===== src/rtl/phasecalc_pkg.sv =====
// Shared types for the phase-calculation channel sequencer.
package phasecalc_pkg;

  typedef enum logic [1:0] {
    ST_IDLE = 2'd0,
    ST_RUN  = 2'd1,
    ST_DONE = 2'd2
  } state_t;

endpackage


===== src/rtl/phasecalc_next_ch.sv =====
// Finds the lowest set mask bit strictly above i_ch (or the lowest set bit at all
// when i_from_start is high).
module phasecalc_next_ch
  import phasecalc_pkg::*;
#(
  parameter int N_CH = 4,
  parameter int CH_W = 2
) (
  input  logic [N_CH-1:0] i_mask,
  input  logic [CH_W-1:0] i_ch,
  input  logic            i_from_start,
  output logic [CH_W-1:0] o_ch,
  output logic            o_found
);

  // Scanning downward leaves the lowest qualifying bit as the final assignment.
  always_comb begin
    o_ch    = '0;
    o_found = 1'b0;
    for (int i = N_CH - 1; i >= 0; i--) begin
      if (i_mask[i] && (i_from_start || (i > int'(i_ch)))) begin
        o_ch    = CH_W'(i);
        o_found = 1'b1;
      end
    end
  end

endmodule


===== src/rtl/phasecalc_seq.sv =====
// Frame sequencer: runs each channel enabled in the latched mask for RUN_LEN cycles,
// in ascending order, then pulses done; optional free-running restart.
//
//  state   | meaning
//  IDLE    | waiting for trig; all outputs low
//  RUN     | channel r_ch enabled, r_cnt counts 0..RUN_LEN-1
//  DONE    | one-cycle end of frame; done pulse, may restart in cont mode
module phasecalc_seq
  import phasecalc_pkg::*;
#(
  parameter  int N_CH    = 4,
  parameter  int RUN_LEN = 9,
  localparam int CH_W    = ($clog2(N_CH) > 0) ? $clog2(N_CH) : 1,
  localparam int CNT_W   = $clog2(RUN_LEN)
) (
  input  logic            clock,
  input  logic            reset,
  input  logic            i_trig,
  input  logic            i_cont_mode,
  input  logic            i_abort,
  input  logic [N_CH-1:0] i_ch_mask,
  output logic            o_start,
  output logic            o_enable,
  output logic [CH_W-1:0] o_ch_sel,
  output logic            o_busy,
  output logic            o_done
);

  state_t            r_state, w_state_nxt;
  logic [CNT_W-1:0]  r_cnt,   w_cnt_nxt;
  logic [CH_W-1:0]   r_ch,    w_ch_nxt;
  logic [N_CH-1:0]   r_mask,  w_mask_nxt;

  logic [CH_W-1:0]   w_first_ch, w_next_ch;
  logic              w_first_found, w_next_found;
  logic              w_last_cyc;
  logic              w_frame_go;

  phasecalc_next_ch #(.N_CH(N_CH), .CH_W(CH_W)) u_first (
    .i_mask       (i_ch_mask),
    .i_ch         ('0),
    .i_from_start (1'b1),
    .o_ch         (w_first_ch),
    .o_found      (w_first_found)
  );

  phasecalc_next_ch #(.N_CH(N_CH), .CH_W(CH_W)) u_next (
    .i_mask       (r_mask),
    .i_ch         (r_ch),
    .i_from_start (1'b0),
    .o_ch         (w_next_ch),
    .o_found      (w_next_found)
  );

  assign w_last_cyc = (r_cnt == CNT_W'(RUN_LEN - 1));

  always_comb begin
    w_state_nxt = r_state;
    w_cnt_nxt   = r_cnt;
    w_ch_nxt    = r_ch;
    w_mask_nxt  = r_mask;
    w_frame_go  = 1'b0;
    if (i_abort) begin
      w_state_nxt = ST_IDLE;
      w_cnt_nxt   = '0;
    end else begin
      case (r_state)
        ST_IDLE: w_frame_go = i_trig;
        ST_RUN: begin
          if (w_last_cyc) begin
            w_cnt_nxt = '0;
            if (w_next_found) w_ch_nxt    = w_next_ch;
            else              w_state_nxt = ST_DONE;
          end else begin
            w_cnt_nxt = r_cnt + CNT_W'(1);
          end
        end
        ST_DONE: begin
          if (i_cont_mode) w_frame_go  = 1'b1;
          else             w_state_nxt = ST_IDLE;
        end
        default: w_state_nxt = ST_IDLE;
      endcase
      // An empty mask still produces a one-cycle DONE so the frame is acknowledged.
      if (w_frame_go) begin
        w_mask_nxt = i_ch_mask;
        w_cnt_nxt  = '0;
        if (w_first_found) begin
          w_state_nxt = ST_RUN;
          w_ch_nxt    = w_first_ch;
        end else begin
          w_state_nxt = ST_DONE;
          w_ch_nxt    = '0;
        end
      end
    end
  end

  always_ff @(posedge clock) begin
    if (reset) begin
      r_state <= ST_IDLE;
      r_cnt   <= '0;
      r_ch    <= '0;
      r_mask  <= '0;
    end else begin
      r_state <= w_state_nxt;
      r_cnt   <= w_cnt_nxt;
      r_ch    <= w_ch_nxt;
      r_mask  <= w_mask_nxt;
    end
  end

  assign o_start  = (r_state == ST_RUN) && (r_cnt == '0);
  assign o_enable = (r_state == ST_RUN);
  assign o_ch_sel = (r_state == ST_IDLE) ? '0 : r_ch;
  assign o_busy   = (r_state != ST_IDLE);
  assign o_done   = (r_state == ST_DONE);

endmodule


===== config.mk =====
export PLATFORM = sky130hd
export DESIGN_NAME = phasecalc_seq
export DESIGN_NICKNAME = d
export VERILOG_FILES = /design/src/rtl/phasecalc_pkg.sv /design/src/rtl/phasecalc_next_ch.sv /design/src/rtl/phasecalc_seq.sv
export SDC_FILE = /design/constraint.sdc
export NUM_CORES = 1
export LEC_CHECK = 0
export BUFFER_PORTS_ARGS = -buffer_cell sky130_fd_sc_hd__buf_2
export CAP_MARGIN = 20
export CORE_AREA = 2 2 42 44
export DETAILED_ROUTE_END_ITERATION = 6
export DIE_AREA = 0 0 44 46
export PLACE_DENSITY = 0.67
export SYNTH_ARGS = -nofsm -noshare
export SYNTH_HDL_FRONTEND = slang
export SYNTH_SLANG_ARGS = --single-unit

===== constraint.sdc =====
create_clock -name clock -period 1.4 [get_ports clock]
set_clock_uncertainty 0.05 [all_clocks]
set_input_delay 0.21 -clock clock [delete_from_list [all_inputs] [get_ports clock]]
set_output_delay 0.21 -clock clock [all_outputs]
set_load 0.02 [all_outputs]

==> flow_summary.html, run 1 <==
<table>
<tr><th>Metric</th><th>Value</th></tr>
<tr><th colspan="2">Final layout</th></tr>
<tr><td>Ratio of cells with drive above 1 in the final layout</td><td>45.0%</td></tr>
<tr><td>Fillcell total</td><td>147</td></tr>
<tr><td>Most common cell after layout, fill and taps aside</td><td>buf_4</td></tr>
<tr><td>Commonest cells after routing, fill and taps aside</td><td>14 x buf_4, 10 x nor2_1, 10 x buf_2, 7 x dfxtp_1, 6 x nand2_1</td></tr>
<tr><td>ANT cells</td><td>0</td></tr>
<tr><td>Area growth syn-to-layout</td><td>48.9%</td></tr>
<tr><td>Final design instance area without fill</td><td>980 sq um</td></tr>
<tr><td>Sequential cell area</td><td>225 sq um</td></tr>
<tr><td>Final core area utilization</td><td>60.7%</td></tr>
<tr><td># nets final</td><td>123</td></tr>
<tr><td>Combined area of the multi-input logic cells</td><td>488 sq um</td></tr>
<tr><th colspan="2">Global route</th></tr>
<tr><td>Global route overflow</td><td>0</td></tr>
<tr><td>Number of antenna violations at the first check in global routing</td><td>0</td></tr>
<tr><td>Total global routing track utilization</td><td>18.7%</td></tr>
<tr><td>Global-route wire length before repair</td><td>2780 um</td></tr>
<tr><td>Via count of the first global-routing pass</td><td>643</td></tr>
<tr><td>Largest net degree at the start of global routing</td><td>8</td></tr>
<tr><th colspan="2">Die</th></tr>
<tr><td>I/O pin cnt</td><td>15</td></tr>
<tr><td>Die H</td><td>46 um</td></tr>
<tr><td>Total number of placement rows</td><td>15</td></tr>
<tr><td>Core footprint</td><td>1610 sq um</td></tr>
<tr><td>Area of the die</td><td>2020 sq um</td></tr>
<tr><td>Starting density of the core</td><td>40.8%</td></tr>
<tr><td>Chip width</td><td>44 um</td></tr>
<tr><th colspan="2">Logic synthesis</th></tr>
<tr><td>Gate count after technology mapping</td><td>80</td></tr>
<tr><td>Synth warnings</td><td>0</td></tr>
<tr><td>Multiplexer area fraction after synthesis</td><td>7.60%</td></tr>
<tr><td>Area fraction in and, or, nand and nor cells after synthesis</td><td>30.8%</td></tr>
<tr><td>Number of register bits inferred by synthesis</td><td>11</td></tr>
<tr><td>Synth Area per Inst</td><td>8.23 sq um</td></tr>
<tr><td>Post-synthesis sequential area ratio</td><td>33.5%</td></tr>
<tr><td>Post-synth design cell area</td><td>658 sq um</td></tr>
<tr><td>Number of distinct standard cells referenced by the synthesized netlist</td><td>30</td></tr>
<tr><td>Post-synthesis compound-gate area fraction</td><td>19.8%</td></tr>
<tr><td>Post-synthesis adder-cell area fraction</td><td>3.80%</td></tr>
<tr><td>Share of the synthesized netlist area taken by xor and xnor gates</td><td>0%</td></tr>
<tr><td>Combinational family with the most area after synthesis</td><td>simple AND/OR/NAND/NOR gates</td></tr>
<tr><td>Syn Nets</td><td>91</td></tr>
<tr><th colspan="2">Timing</th></tr>
<tr><td>Setup repair after global routing missed its margin</td><td>yes</td></tr>
<tr><td>Pins Over Slew Limit</td><td>0</td></tr>
<tr><td>Maximum frequency from static timing analysis</td><td>664 MHz</td></tr>
<tr><td>Hold violation count in the final report</td><td>0</td></tr>
<tr><td>Worst slew slack as a fraction of its limit</td><td>82.0%</td></tr>
<tr><td>Slack of the critical path</td><td>-105 ps</td></tr>
<tr><td>Slew of the pin with the lowest slew margin</td><td>270 ps</td></tr>
<tr><td>Minimum clock period</td><td>1510 ps</td></tr>
<tr><td>Number of setup violations in the final report</td><td>7</td></tr>
<tr><td>Hold Worst Slack</td><td>147 ps</td></tr>
<tr><td>Period utilization</td><td>108%</td></tr>
<tr><th colspan="2">Worst setup path</th></tr>
<tr><td>Crit end category</td><td>register</td></tr>
<tr><td>Minimum setup slack among reg-to-reg paths</td><td>-110 ps</td></tr>
<tr><td>Startpoint type of the worst setup path</td><td>register</td></tr>
<tr><td>Data required time at the worst endpoint</td><td>1530 ps</td></tr>
<tr><td>Critical Path AT</td><td>1630 ps</td></tr>
<tr><td>Crit path kind</td><td>reg -&gt; reg</td></tr>
<tr><td>Highest net fanout along the worst path</td><td>5</td></tr>
<tr><th colspan="2">Drt</th></tr>
<tr><td>Via density per instance</td><td>5.41</td></tr>
<tr><td>Number of detailed-routing iterations run before antenna repair</td><td>4</td></tr>
<tr><td>DRC Markers</td><td>0</td></tr>
<tr><td>Number of routed nets with antenna violations</td><td>0</td></tr>
<tr><td>Routed WL</td><td>1700 um</td></tr>
<tr><td>Count of vias placed by the detailed router</td><td>692</td></tr>
<tr><td>Routed length per placed instance</td><td>13.3 um</td></tr>
<tr><td>Iter 0 DRT Violations</td><td>12</td></tr>
<tr><th colspan="2">Power</th></tr>
<tr><td>Seq pwr share</td><td>46.2%</td></tr>
<tr><td>Static power due to leakage</td><td>0.438 nW</td></tr>
<tr><td>Portion of total power attributed to combinational logic</td><td>23.6%</td></tr>
<tr><td>Psw</td><td>0.208 mW</td></tr>
<tr><td>Switching fraction of total power</td><td>28.5%</td></tr>
<tr><td>Worst voltage drop across the vdd grid</td><td>453 uV</td></tr>
<tr><td>Fraction of power consumed by the clock network</td><td>30.1%</td></tr>
<tr><td>Power per cell area</td><td>746 nW/um^2</td></tr>
<tr><td>Design Power</td><td>0.731 mW</td></tr>
<tr><td>Cell Int Power</td><td>0.523 mW</td></tr>
<tr><th colspan="2">Placement</th></tr>
<tr><td>Routability-driven placement congestion ratio</td><td>0.831</td></tr>
<tr><td>Input/output buffers</td><td>14</td></tr>
<tr><td>Placed wire-length estimate</td><td>1210 um</td></tr>
<tr><td>Area after DPL</td><td>856 sq um</td></tr>
<tr><th colspan="2">CTS</th></tr>
<tr><td>Number of buffers created by CTS</td><td>3</td></tr>
<tr><td>Clock root cell</td><td>clkbuf_4</td></tr>
<tr><td>Hold buffer count at CTS</td><td>0</td></tr>
<tr><td>H-tree levels</td><td>1</td></tr>
<tr><td>Max Root-Sink Buffers</td><td>2</td></tr>
<tr><td>Clock sinks</td><td>11</td></tr>
<tr><td>CTS tree</td><td>done</td></tr>
<tr><td>Clock transition time at the flip-flop clock pins of the worst setup and hold paths</td><td>70 ps</td></tr>
<tr><td>Worst-Skew Late Latency</td><td>270 ps</td></tr>
<tr><th colspan="2">Worst hold path</th></tr>
<tr><td>Min-delay worst type</td><td>in -&gt; reg</td></tr>
<tr><th colspan="2">Run status</th></tr>
<tr><td>Violations in the final reports</td><td>setup timing</td></tr>
<tr><td>Result of the run</td><td>complete, but fails checks</td></tr>
<tr><th colspan="2">Flow run</th></tr>
<tr><td>Max-capacitance violation count</td><td>0</td></tr>
</table>
==> synth_stat cells, drive strengths merged <==
cell type   n  area share [%]
buf         1             1.7
a211oi      3             3.4
and3        1            0.95
nand2       6             3.4
nor3b       2             2.3
a221oi      1             1.3
ha          2             3.8
or3         2             1.9
nor3        3             3.0
mux2i       5             7.6
a21boi      1             1.1
and2        2             1.9
nand2b      3             2.9
nand4       1            0.95
a21o        2             2.3
a21oi       5             3.8
o21ai       4             3.0
o311a       1             1.5
a31oi       1            0.95
dfxtp      11              33
or2         2             1.9
a311oi      1             2.3
nor2       10             5.7
inv         5             2.9
and4        1             1.3
nor2b       2             1.9
nor4b       1             1.3
and3b       1             1.3
==> repair_timing <==
| item | CTS | global route |
|---|---|---|
| pin swaps | 3 | 2 |
| resized for setup | 12 | 9 |
| setup buffers | 3 | 0 |
| gates cloned | 0 | 0 |
| setup endpoints to repair | 8 | 10 |
==> cell families after synthesis <==
group	count (synthesis)
and+or+nand+nor	37
muxes	5
buffers and inverters	6
DFF	11
adders and majority gates	2
AOI/OAI and AO/OA	19
==> registers in the layout (all words and copies together) (netlist names) <==
register,flops
r_cnt,4
r_ch,2
r_state,2
r_mask,3
==> cell type report <==
type	count	area share [%]
Clock buffer	4	2.68
Inverter	5	1.92
Multi-Input combinational cell	63	49.8
Sequential cell	11	23.0
Tap cell	17	2.17
Timing Repair Buffer	28	20.4
==> worst paths after layout <==
| check | from | end | cells past startpoint |
|---|---|---|---|
| max | r_state[1] | r_ch[0] | 4 |
| min reg2reg | r_mask[1] | r_mask[1] | 2 |
| min | reset | r_mask[1] | 2 |
| max reg2reg | r_state[1] | r_ch[0] | 4 |
==> worst max-delay path: stages, from the launching register on <==
cell,delay [ps]
dfxtp_2,350
mux2i_1,140
or2_1,260
or3_1,390
a311oi_2,230
==> routing by layer <==
| metal | vias up | wire length, um | global-route usage [%] |
|---|---|---|---|
| met3 | 4 | 103 | 2.78 |
| li1 | 351 | - | - |
| met1 | 317 | 737 | 24.5 |
| met4 | 0 | 25 | 9.09 |
| met2 | 20 | 836 | 30.0 |
| met5 | - | 0 | 0 |
==> power groups by stage <==
stage,clock network [mW],logic (mW),registers (mW)
finish,0.220,0.173,0.338
global route,0.237,0.190,0.340
CTS,0.225,0.164,0.337
detailed placement,0,0.146,0.344
global placement,0,0.144,0.344
floorplan,0,0.0901,0.344
==> per-stage QoR <==
step	instances	setup WS, ps	TNS, ps
after CTS	128	-112	-374
after global routing	128	-124	-639
after detailed placement	121	-92.9	-92.9
after global placement	121	-28.4	-28.4
final	128	-105	-378
after floorplan	80	-86.1	-136
(Power assumes the default switching activity.)
==> inputs of run 2 (changes only) <==
--- a/config.mk
+++ b/config.mk
@@ -8,8 +8,10 @@
 export BUFFER_PORTS_ARGS = -buffer_cell sky130_fd_sc_hd__buf_2
 export CAP_MARGIN = 20
-export CORE_AREA = 2 2 42 44
+export CELL_PAD_IN_SITES_DETAIL_PLACEMENT = 1
+export CELL_PAD_IN_SITES_GLOBAL_PLACEMENT = 2
+export CORE_AREA = 4 4 56 58
 export DETAILED_ROUTE_END_ITERATION = 6
-export DIE_AREA = 0 0 44 46
-export PLACE_DENSITY = 0.67
+export DIE_AREA = 0 0 60 62
+export PLACE_DENSITY_LB_ADDON = 0.1
 export SYNTH_ARGS = -nofsm -noshare
 export SYNTH_HDL_FRONTEND = slang
--- a/constraint.sdc
+++ b/constraint.sdc
@@ -3,3 +3,3 @@
 set_input_delay 0.21 -clock clock [delete_from_list [all_inputs] [get_ports clock]]
 set_output_delay 0.21 -clock clock [all_outputs]
-set_load 0.02 [all_outputs]
+set_load 0.1 [all_outputs]
==> flow_summary.html, run 2 (synthesis results as in run 1) <==
<table>
<tr><th>Metric</th><th>Value</th></tr>
<tr><th colspan="2">Run status</th></tr>
<tr><td>Result of the run</td><td>complete, but fails checks</td></tr>
<tr><td>Violations in the final reports</td><td>setup timing</td></tr>
<tr><th colspan="2">Power</th></tr>
<tr><td>Psw</td><td>0.295 mW</td></tr>
<tr><td>Static power due to leakage</td><td>0.479 nW</td></tr>
<tr><td>Seq pwr share</td><td>40.2%</td></tr>
<tr><td>Worst voltage drop across the vdd grid</td><td>461 uV</td></tr>
<tr><td>Portion of total power attributed to combinational logic</td><td>31.2%</td></tr>
<tr><td>Power per cell area</td><td>749 nW/um^2</td></tr>
<tr><td>Switching fraction of total power</td><td>34.9%</td></tr>
<tr><td>Cell Int Power</td><td>0.550 mW</td></tr>
<tr><td>Fraction of power consumed by the clock network</td><td>28.6%</td></tr>
<tr><th colspan="2">Worst setup path</th></tr>
<tr><td>Worst path slowest cell</td><td>dfxtp_2</td></tr>
<tr><td>Highest net fanout along the worst path</td><td>3</td></tr>
<tr><td>Crit path kind</td><td>reg -&gt; out</td></tr>
<tr><td>Critical Path AT</td><td>1360 ps</td></tr>
<tr><td>Data required time at the worst endpoint</td><td>1140 ps</td></tr>
<tr><td>Chain of cells forming the critical path</td><td>buf_6, nand2b_4, nor4b_4, buf_12</td></tr>
<tr><td>Kind of cell adding the most delay to the critical path</td><td>simple AND/OR/NAND/NOR gates</td></tr>
<tr><td>Crit end category</td><td>primary output</td></tr>
<tr><td>Buf/Inv on CP</td><td>2</td></tr>
<tr><td>Slowest stage delay, CP</td><td>340 ps</td></tr>
<tr><td>Startpoint type of the worst setup path</td><td>register</td></tr>
<tr><th colspan="2">Drt</th></tr>
<tr><td>Met1 wire length</td><td>990 um</td></tr>
<tr><td>Routed length per placed instance</td><td>13.9 um</td></tr>
<tr><td>Via density per instance</td><td>4.87</td></tr>
<tr><td>Count of vias placed by the detailed router</td><td>730</td></tr>
<tr><td>Number of routed nets with antenna violations</td><td>0</td></tr>
<tr><td>Routed WL</td><td>2080 um</td></tr>
<tr><td>DRC Markers</td><td>0</td></tr>
<tr><td>Top sig layer</td><td>met4</td></tr>
<tr><td>Iter 0 DRT Violations</td><td>10</td></tr>
<tr><td>Total met2 wirelength after detailed routing</td><td>998 um</td></tr>
<tr><td>Met3 WL</td><td>81 um</td></tr>
<tr><td>Number of detailed-routing iterations run before antenna repair</td><td>4</td></tr>
<tr><th colspan="2">Worst hold path</th></tr>
<tr><td>Min-delay worst type</td><td>in -&gt; reg</td></tr>
<tr><th colspan="2">Die</th></tr>
<tr><td>Die H</td><td>62 um</td></tr>
<tr><td>Core footprint</td><td>2660 sq um</td></tr>
<tr><td>Area of the die</td><td>3720 sq um</td></tr>
<tr><td>I/O pin cnt</td><td>15</td></tr>
<tr><td>Chip width</td><td>60 um</td></tr>
<tr><td>Starting density of the core</td><td>24.7%</td></tr>
<tr><td>Total number of placement rows</td><td>19</td></tr>
<tr><th colspan="2">Timing</th></tr>
<tr><td>Maximum frequency from static timing analysis</td><td>616 MHz</td></tr>
<tr><td>Worst slew slack as a fraction of its limit</td><td>82.3%</td></tr>
<tr><td>Minimum clock period</td><td>1620 ps</td></tr>
<tr><td>Final total negative setup slack</td><td>-1560 ps</td></tr>
<tr><td>Hold violation count in the final report</td><td>0</td></tr>
<tr><td>Pins Over Slew Limit</td><td>0</td></tr>
<tr><td>Number of setup violations in the final report</td><td>15</td></tr>
<tr><td>Hold Worst Slack</td><td>132 ps</td></tr>
<tr><td>Period utilization</td><td>116%</td></tr>
<tr><td>Slack of the critical path</td><td>-223 ps</td></tr>
<tr><td>Slew of the pin with the lowest slew margin</td><td>264 ps</td></tr>
<tr><td>Setup repair after global routing missed its margin</td><td>yes</td></tr>
<tr><th colspan="2">Placement</th></tr>
<tr><td>Placed insts</td><td>138</td></tr>
<tr><td>Routability-driven placement congestion ratio</td><td>0.757</td></tr>
<tr><td>Pre-CTS WS</td><td>-161 ps</td></tr>
<tr><td>Input/output buffers</td><td>14</td></tr>
<tr><td>Area after DPL</td><td>995 sq um</td></tr>
<tr><td>Placed wire-length estimate</td><td>1490 um</td></tr>
<tr><th colspan="2">Global route</th></tr>
<tr><td>Global-route wire length before repair</td><td>3260 um</td></tr>
<tr><td>Largest net degree at the start of global routing</td><td>8</td></tr>
<tr><td>Number of antenna violations at the first check in global routing</td><td>0</td></tr>
<tr><td>Total global routing track utilization</td><td>12.1%</td></tr>
<tr><td>Via count of the first global-routing pass</td><td>720</td></tr>
<tr><td>Global route overflow</td><td>0</td></tr>
<tr><th colspan="2">Final layout</th></tr>
<tr><td>Commonest cells after routing, fill and taps aside</td><td>18 x buf_4, 10 x nor2_1, 8 x buf_2, 7 x dfxtp_1</td></tr>
<tr><td>Most common cell after layout, fill and taps aside</td><td>buf_4</td></tr>
<tr><td>Area growth syn-to-layout</td><td>71.5%</td></tr>
<tr><td># nets final</td><td>131</td></tr>
<tr><td>Biggest regs</td><td>r_cnt: 4 flops, r_mask: 3 flops</td></tr>
<tr><td>ANT cells</td><td>0</td></tr>
<tr><td>Final standard cell count with taps included and fillers excluded</td><td>150</td></tr>
<tr><td>Ratio of cells with drive above 1 in the final layout</td><td>48.7%</td></tr>
<tr><td>Flip-flop count of the largest register, all copies and words added</td><td>4</td></tr>
<tr><td>Final design instance area without fill</td><td>1130 sq um</td></tr>
<tr><td>Register with the highest flop count</td><td>r_cnt</td></tr>
<tr><th colspan="2">CTS</th></tr>
<tr><td>Clock transition time at the flip-flop clock pins of the worst setup and hold paths</td><td>90 ps</td></tr>
<tr><td>Clock sinks</td><td>11</td></tr>
<tr><td>Max Root-Sink Buffers</td><td>2</td></tr>
<tr><td>Number of buffers created by CTS</td><td>3</td></tr>
<tr><td>Worst-Skew Late Latency</td><td>280 ps</td></tr>
<tr><td>CTS tree</td><td>done</td></tr>
<tr><td>H-tree levels</td><td>1</td></tr>
<tr><td>Clock root cell</td><td>clkbuf_4</td></tr>
<tr><th colspan="2">Flow run</th></tr>
<tr><td>Max-capacitance violation count</td><td>0</td></tr>
</table>
==> run 2: worst reg2reg max path, stage by stage (launching register included) <==
cell and delay [ps]:
dfxtp_2 340, buf_4 130, mux2i_1 120, or2_1 260, or3_4 390, a311oi_2 190
==> run 2: metal layers <==
metal  vias up  global-route usage, %
met1       345                   16.3
met5         -                      0
met2        19                   19.4
met3         2                   1.86
li1        364                      -
met4         0                   5.06
==> run 2: repair_timing <==
action / CTS / global route
gates resized for setup: 5 / 5
endpoints found under the setup margin: 12 / 17
hold buffers: 0 / 0
pin swaps: 6 / 3
buffers inserted: 5 / 3
==> run 2: final timing paths <==
kind | start | to | slack [ps] | cells after the start
hold reg to reg | r_mask[2] | r_mask[2] | 530 | 2
hold / removal | reset | r_mask[2] | 130 | 2
setup / recovery | r_state[1] | o_start | -220 | 4
setup reg to reg | r_state[1] | r_ch[0] | -160 | 5
==> run 2: layout make-up <==
type                    count  area, sq um
fillers                   311         1530
multi-input cells          63          474
repair buffers             36          340
flip-flops and latches     11          225
well taps                  31         38.8
clock buffers               3         22.5
inverters                   5         22.5
clock inverters             1         5.00
==> run 2: power groups by stage <==
stage	combinational, mW	sequential [mW]	clock (mW)
2_1_floorplan	0.146	0.346	0
3_3_place_gp	0.236	0.346	0
3_5_place_dp	0.237	0.346	0
4_1_cts	0.254	0.339	0.247
5_1_grt	0.282	0.343	0.270
6_report	0.263	0.340	0.242
==> run 2: stage by stage <==
step           total power [mW]  util [%]
6_report                  0.845      42.4
3_3_place_gp              0.581      37.4
5_1_grt                   0.894      42.4
2_1_floorplan             0.492         -
3_5_place_dp              0.583      37.4
4_1_cts                   0.841      40.5
==> inputs of run 3 (changes only) <==
Settings changed: ABC_AREA set to 1, CORE_AREA 4 4 56 58 to 4 4 59 61, DIE_AREA 0 0 60 62 to 0 0 63 65.
==> flow_summary.html, run 3 <==
<table>
<tr><th>Metric</th><th>Value</th></tr>
<tr><th colspan="2">Run status</th></tr>
<tr><td>Result of the run</td><td>complete, but fails checks</td></tr>
<tr><td>Violations in the final reports</td><td>setup timing</td></tr>
<tr><th colspan="2">Global route</th></tr>
<tr><td>Via count of the first global-routing pass</td><td>763</td></tr>
<tr><td>Global route overflow</td><td>0</td></tr>
<tr><td>Met1 Resource Use GR</td><td>13.0%</td></tr>
<tr><td>Number of antenna violations at the first check in global routing</td><td>0</td></tr>
<tr><td>Met2 capacity usage during global routing</td><td>17.4%</td></tr>
<tr><td>Total global routing track utilization</td><td>10.6%</td></tr>
<tr><td>Largest net degree at the start of global routing</td><td>8</td></tr>
<tr><td>Met3 usage</td><td>2.43%</td></tr>
<tr><td>Most Used Layer, Global Route</td><td>met2</td></tr>
<tr><td>Global-route wire length before repair</td><td>3420 um</td></tr>
<tr><th colspan="2">Final layout</th></tr>
<tr><td>ANT cells</td><td>0</td></tr>
<tr><td>Final core area utilization</td><td>37.0%</td></tr>
<tr><td># nets final</td><td>146</td></tr>
<tr><td>Ratio of cells with drive above 1 in the final layout</td><td>45.5%</td></tr>
<tr><td>Biggest regs</td><td>r_cnt: 4 flops, r_mask: 3 flops</td></tr>
<tr><td>Area growth syn-to-layout</td><td>60.6%</td></tr>
<tr><td>Commonest cells after routing, fill and taps aside</td><td>17 x nand2_1, 16 x nor2_1, 9 x inv_1, 8 x buf_2, 8 x buf_4</td></tr>
<tr><td>Register with the highest flop count</td><td>r_cnt</td></tr>
<tr><td>Flip-flop count of the largest register, all copies and words added</td><td>4</td></tr>
<tr><td>Most common cell after layout, fill and taps aside</td><td>nand2_1</td></tr>
<tr><th colspan="2">Timing</th></tr>
<tr><td>Pins Over Slew Limit</td><td>0</td></tr>
<tr><td>Minimum clock period</td><td>1470 ps</td></tr>
<tr><td>Period utilization</td><td>105%</td></tr>
<tr><td>Maximum frequency from static timing analysis</td><td>678 MHz</td></tr>
<tr><td>Worst slew slack as a fraction of its limit</td><td>84.9%</td></tr>
<tr><td>Setup repair after global routing missed its margin</td><td>yes</td></tr>
<tr><td>Slew of the pin with the lowest slew margin</td><td>227 ps</td></tr>
<tr><td>Final total negative setup slack</td><td>-187 ps</td></tr>
<tr><td>Slack of the critical path</td><td>-74.6 ps</td></tr>
<tr><td>Hold violation count in the final report</td><td>0</td></tr>
<tr><td>Number of setup violations in the final report</td><td>5</td></tr>
<tr><th colspan="2">Logic synthesis</th></tr>
<tr><td>Top post-synthesis cells by count</td><td>21 x nor2_1, 18 x nand2_1, 13 x inv_1, 11 x dfxtp_1, 8 x nand3_1</td></tr>
<tr><td>Post-synth design cell area</td><td>686 sq um</td></tr>
<tr><td>Synth Area per Inst</td><td>6.59 sq um</td></tr>
<tr><td>Number of distinct standard cells referenced by the synthesized netlist</td><td>22</td></tr>
<tr><td>Syn Nets</td><td>115</td></tr>
<tr><td>Dominant cell by count in the synthesized netlist</td><td>nor2_1</td></tr>
<tr><td>Synth warnings</td><td>0</td></tr>
<tr><td>Cell accounting for the most synthesized area</td><td>dfxtp_1</td></tr>
<tr><td>Number of synthesized flops with an enable pin</td><td>0</td></tr>
<tr><td>Share of synthesized registers carrying an async set or reset</td><td>0%</td></tr>
<tr><td>Gate count after technology mapping</td><td>104</td></tr>
<tr><td>Top area cells in the synthesized netlist</td><td>dfxtp_1 32%, nor2_1 11%, nand2_1 9.9%</td></tr>
<tr><td>Top cell type's share of synthesized area</td><td>32.1%</td></tr>
<tr><td>Ys flop type</td><td>dfxtp_1</td></tr>
<tr><td>Post-synthesis sequential area ratio</td><td>32.1%</td></tr>
<tr><td>Number of register bits inferred by synthesis</td><td>11</td></tr>
<tr><th colspan="2">CTS</th></tr>
<tr><td>CTS tree</td><td>done</td></tr>
<tr><td>Number of buffers created by CTS</td><td>3</td></tr>
<tr><td>Clock sinks</td><td>11</td></tr>
<tr><td>H-tree levels</td><td>1</td></tr>
<tr><td>Max Root-Sink Buffers</td><td>2</td></tr>
<tr><td>Clock transition time at the flip-flop clock pins of the worst setup and hold paths</td><td>80 ps</td></tr>
<tr><td>Clock root cell</td><td>clkbuf_4</td></tr>
<tr><td>Worst-Skew Late Latency</td><td>270 ps</td></tr>
<tr><th colspan="2">Die</th></tr>
<tr><td>Core footprint</td><td>2980 sq um</td></tr>
<tr><td>Area of the die</td><td>4100 sq um</td></tr>
<tr><td>Total number of placement rows</td><td>20</td></tr>
<tr><td>Die H</td><td>65 um</td></tr>
<tr><td>Starting density of the core</td><td>23.0%</td></tr>
<tr><td>I/O pin cnt</td><td>15</td></tr>
<tr><td>Chip width</td><td>63 um</td></tr>
<tr><th colspan="2">Drt</th></tr>
<tr><td>Iter 0 DRT Violations</td><td>10</td></tr>
<tr><td>DRC Markers</td><td>0</td></tr>
<tr><td>Via density per instance</td><td>4.44</td></tr>
<tr><td>Count of vias placed by the detailed router</td><td>742</td></tr>
<tr><td>Routed length per placed instance</td><td>11.9 um</td></tr>
<tr><td>Routed WL</td><td>1990 um</td></tr>
<tr><td>Number of detailed-routing iterations run before antenna repair</td><td>3</td></tr>
<tr><td>Number of routed nets with antenna violations</td><td>0</td></tr>
<tr><th colspan="2">Power</th></tr>
<tr><td>Design Power</td><td>0.816 mW</td></tr>
<tr><td>Worst voltage drop across the vdd grid</td><td>397 uV</td></tr>
<tr><td>Power per cell area</td><td>741 nW/um^2</td></tr>
<tr><td>Static power due to leakage</td><td>0.472 nW</td></tr>
<tr><th colspan="2">Placement</th></tr>
<tr><td>Placed wire-length estimate</td><td>1560 um</td></tr>
<tr><td>Pre-CTS WS</td><td>9.74 ps</td></tr>
<tr><td>Routability-driven placement congestion ratio</td><td>0.786</td></tr>
<tr><td>Input/output buffers</td><td>14</td></tr>
<tr><th colspan="2">Worst setup path</th></tr>
<tr><td>Number of cell instances on the worst register-to-register path</td><td>12</td></tr>
<tr><td>Crit path kind</td><td>reg -&gt; out</td></tr>
<tr><td>Critical Path AT</td><td>1210 ps</td></tr>
<tr><td>Data required time at the worst endpoint</td><td>1140 ps</td></tr>
<tr><td>Crit end category</td><td>primary output</td></tr>
<tr><td>Startpoint type of the worst setup path</td><td>register</td></tr>
<tr><td>Highest net fanout along the worst path</td><td>2</td></tr>
<tr><th colspan="2">Worst hold path</th></tr>
<tr><td>Worst hold stages</td><td>2</td></tr>
<tr><td>Min-delay worst type</td><td>in -&gt; reg</td></tr>
<tr><th colspan="2">Flow run</th></tr>
<tr><td>Max-capacitance violation count</td><td>0</td></tr>
</table>
## run 3: what timing repair did
| action | in CTS | in global routing |
|---|---|---|
| resized for setup | 11 | 11 |
| endpoints found under the setup margin | 6 | 8 |
| hold buffers | 0 | 0 |
| buffers inserted | 5 | 4 |
| pin swaps | 4 | 8 |
## run 3: path summary, 6_finish.rpt
check | startpoint | end | slack (ps)
worst max register to register | r_cnt[0] | r_ch[0] | -30
worst max-delay path | r_cnt[0] | o_start | -70
worst min register to register | r_mask[1] | r_mask[1] | 450
worst min-delay path | reset | r_ch[1] | 90
## run 3: stage by stage
| step | instance area, sq um | std cells | hold WS, ps |
|---|---|---|---|
| global route | 1100 | 167 | 89.3 |
| global placement | 936 | 154 | 365 |
| finish | 1100 | 167 | 86.6 |
| floorplan | 712 | 104 | 222 |
| detailed placement | 936 | 154 | 372 |
| CTS | 1030 | 163 | 77.4 |
## run 3: cells by family after synthesis
group                      count (synthesis)  synth area share (%)
xor gates and xnor gates                   2                  2.56
buffers and inverters                     16                  8.76
and+or+nand+nor                           61                  42.5
AOI/OAI and AO/OA                         12                  10.4
adders and majority gates                  2                  3.65
DFF                                       11                  32.1
## run 3: critical path, stage by stage, from the launching register on
cell	delay (ps)
dfxtp_2	330
inv_2	80
ha_4	160
nand3_4	80
nor2_4	110
buf_12	180
## run 3: area by class of cell
cell class | instances | area [sq um]
tap | 33 | 41.3
multi-input combinational | 77 | 475
clock buffer | 4 | 26.3
timing repair buffer | 26 | 265
inverter | 16 | 62.6
fill | 373 | 1880
sequential | 11 | 230
## run 3: report_power, final
group / internal, mW / switching (mW)
clock network: 0.110 / 0.116
logic: 0.0982 / 0.155
registers: 0.324 / 0.0123
## run 3: metal layers
metal  wire [um]  part of all wire (%)
met5           0                     0
met4          19                  0.95
met1         922                    46
met2         969                    49
met3          83                   4.2
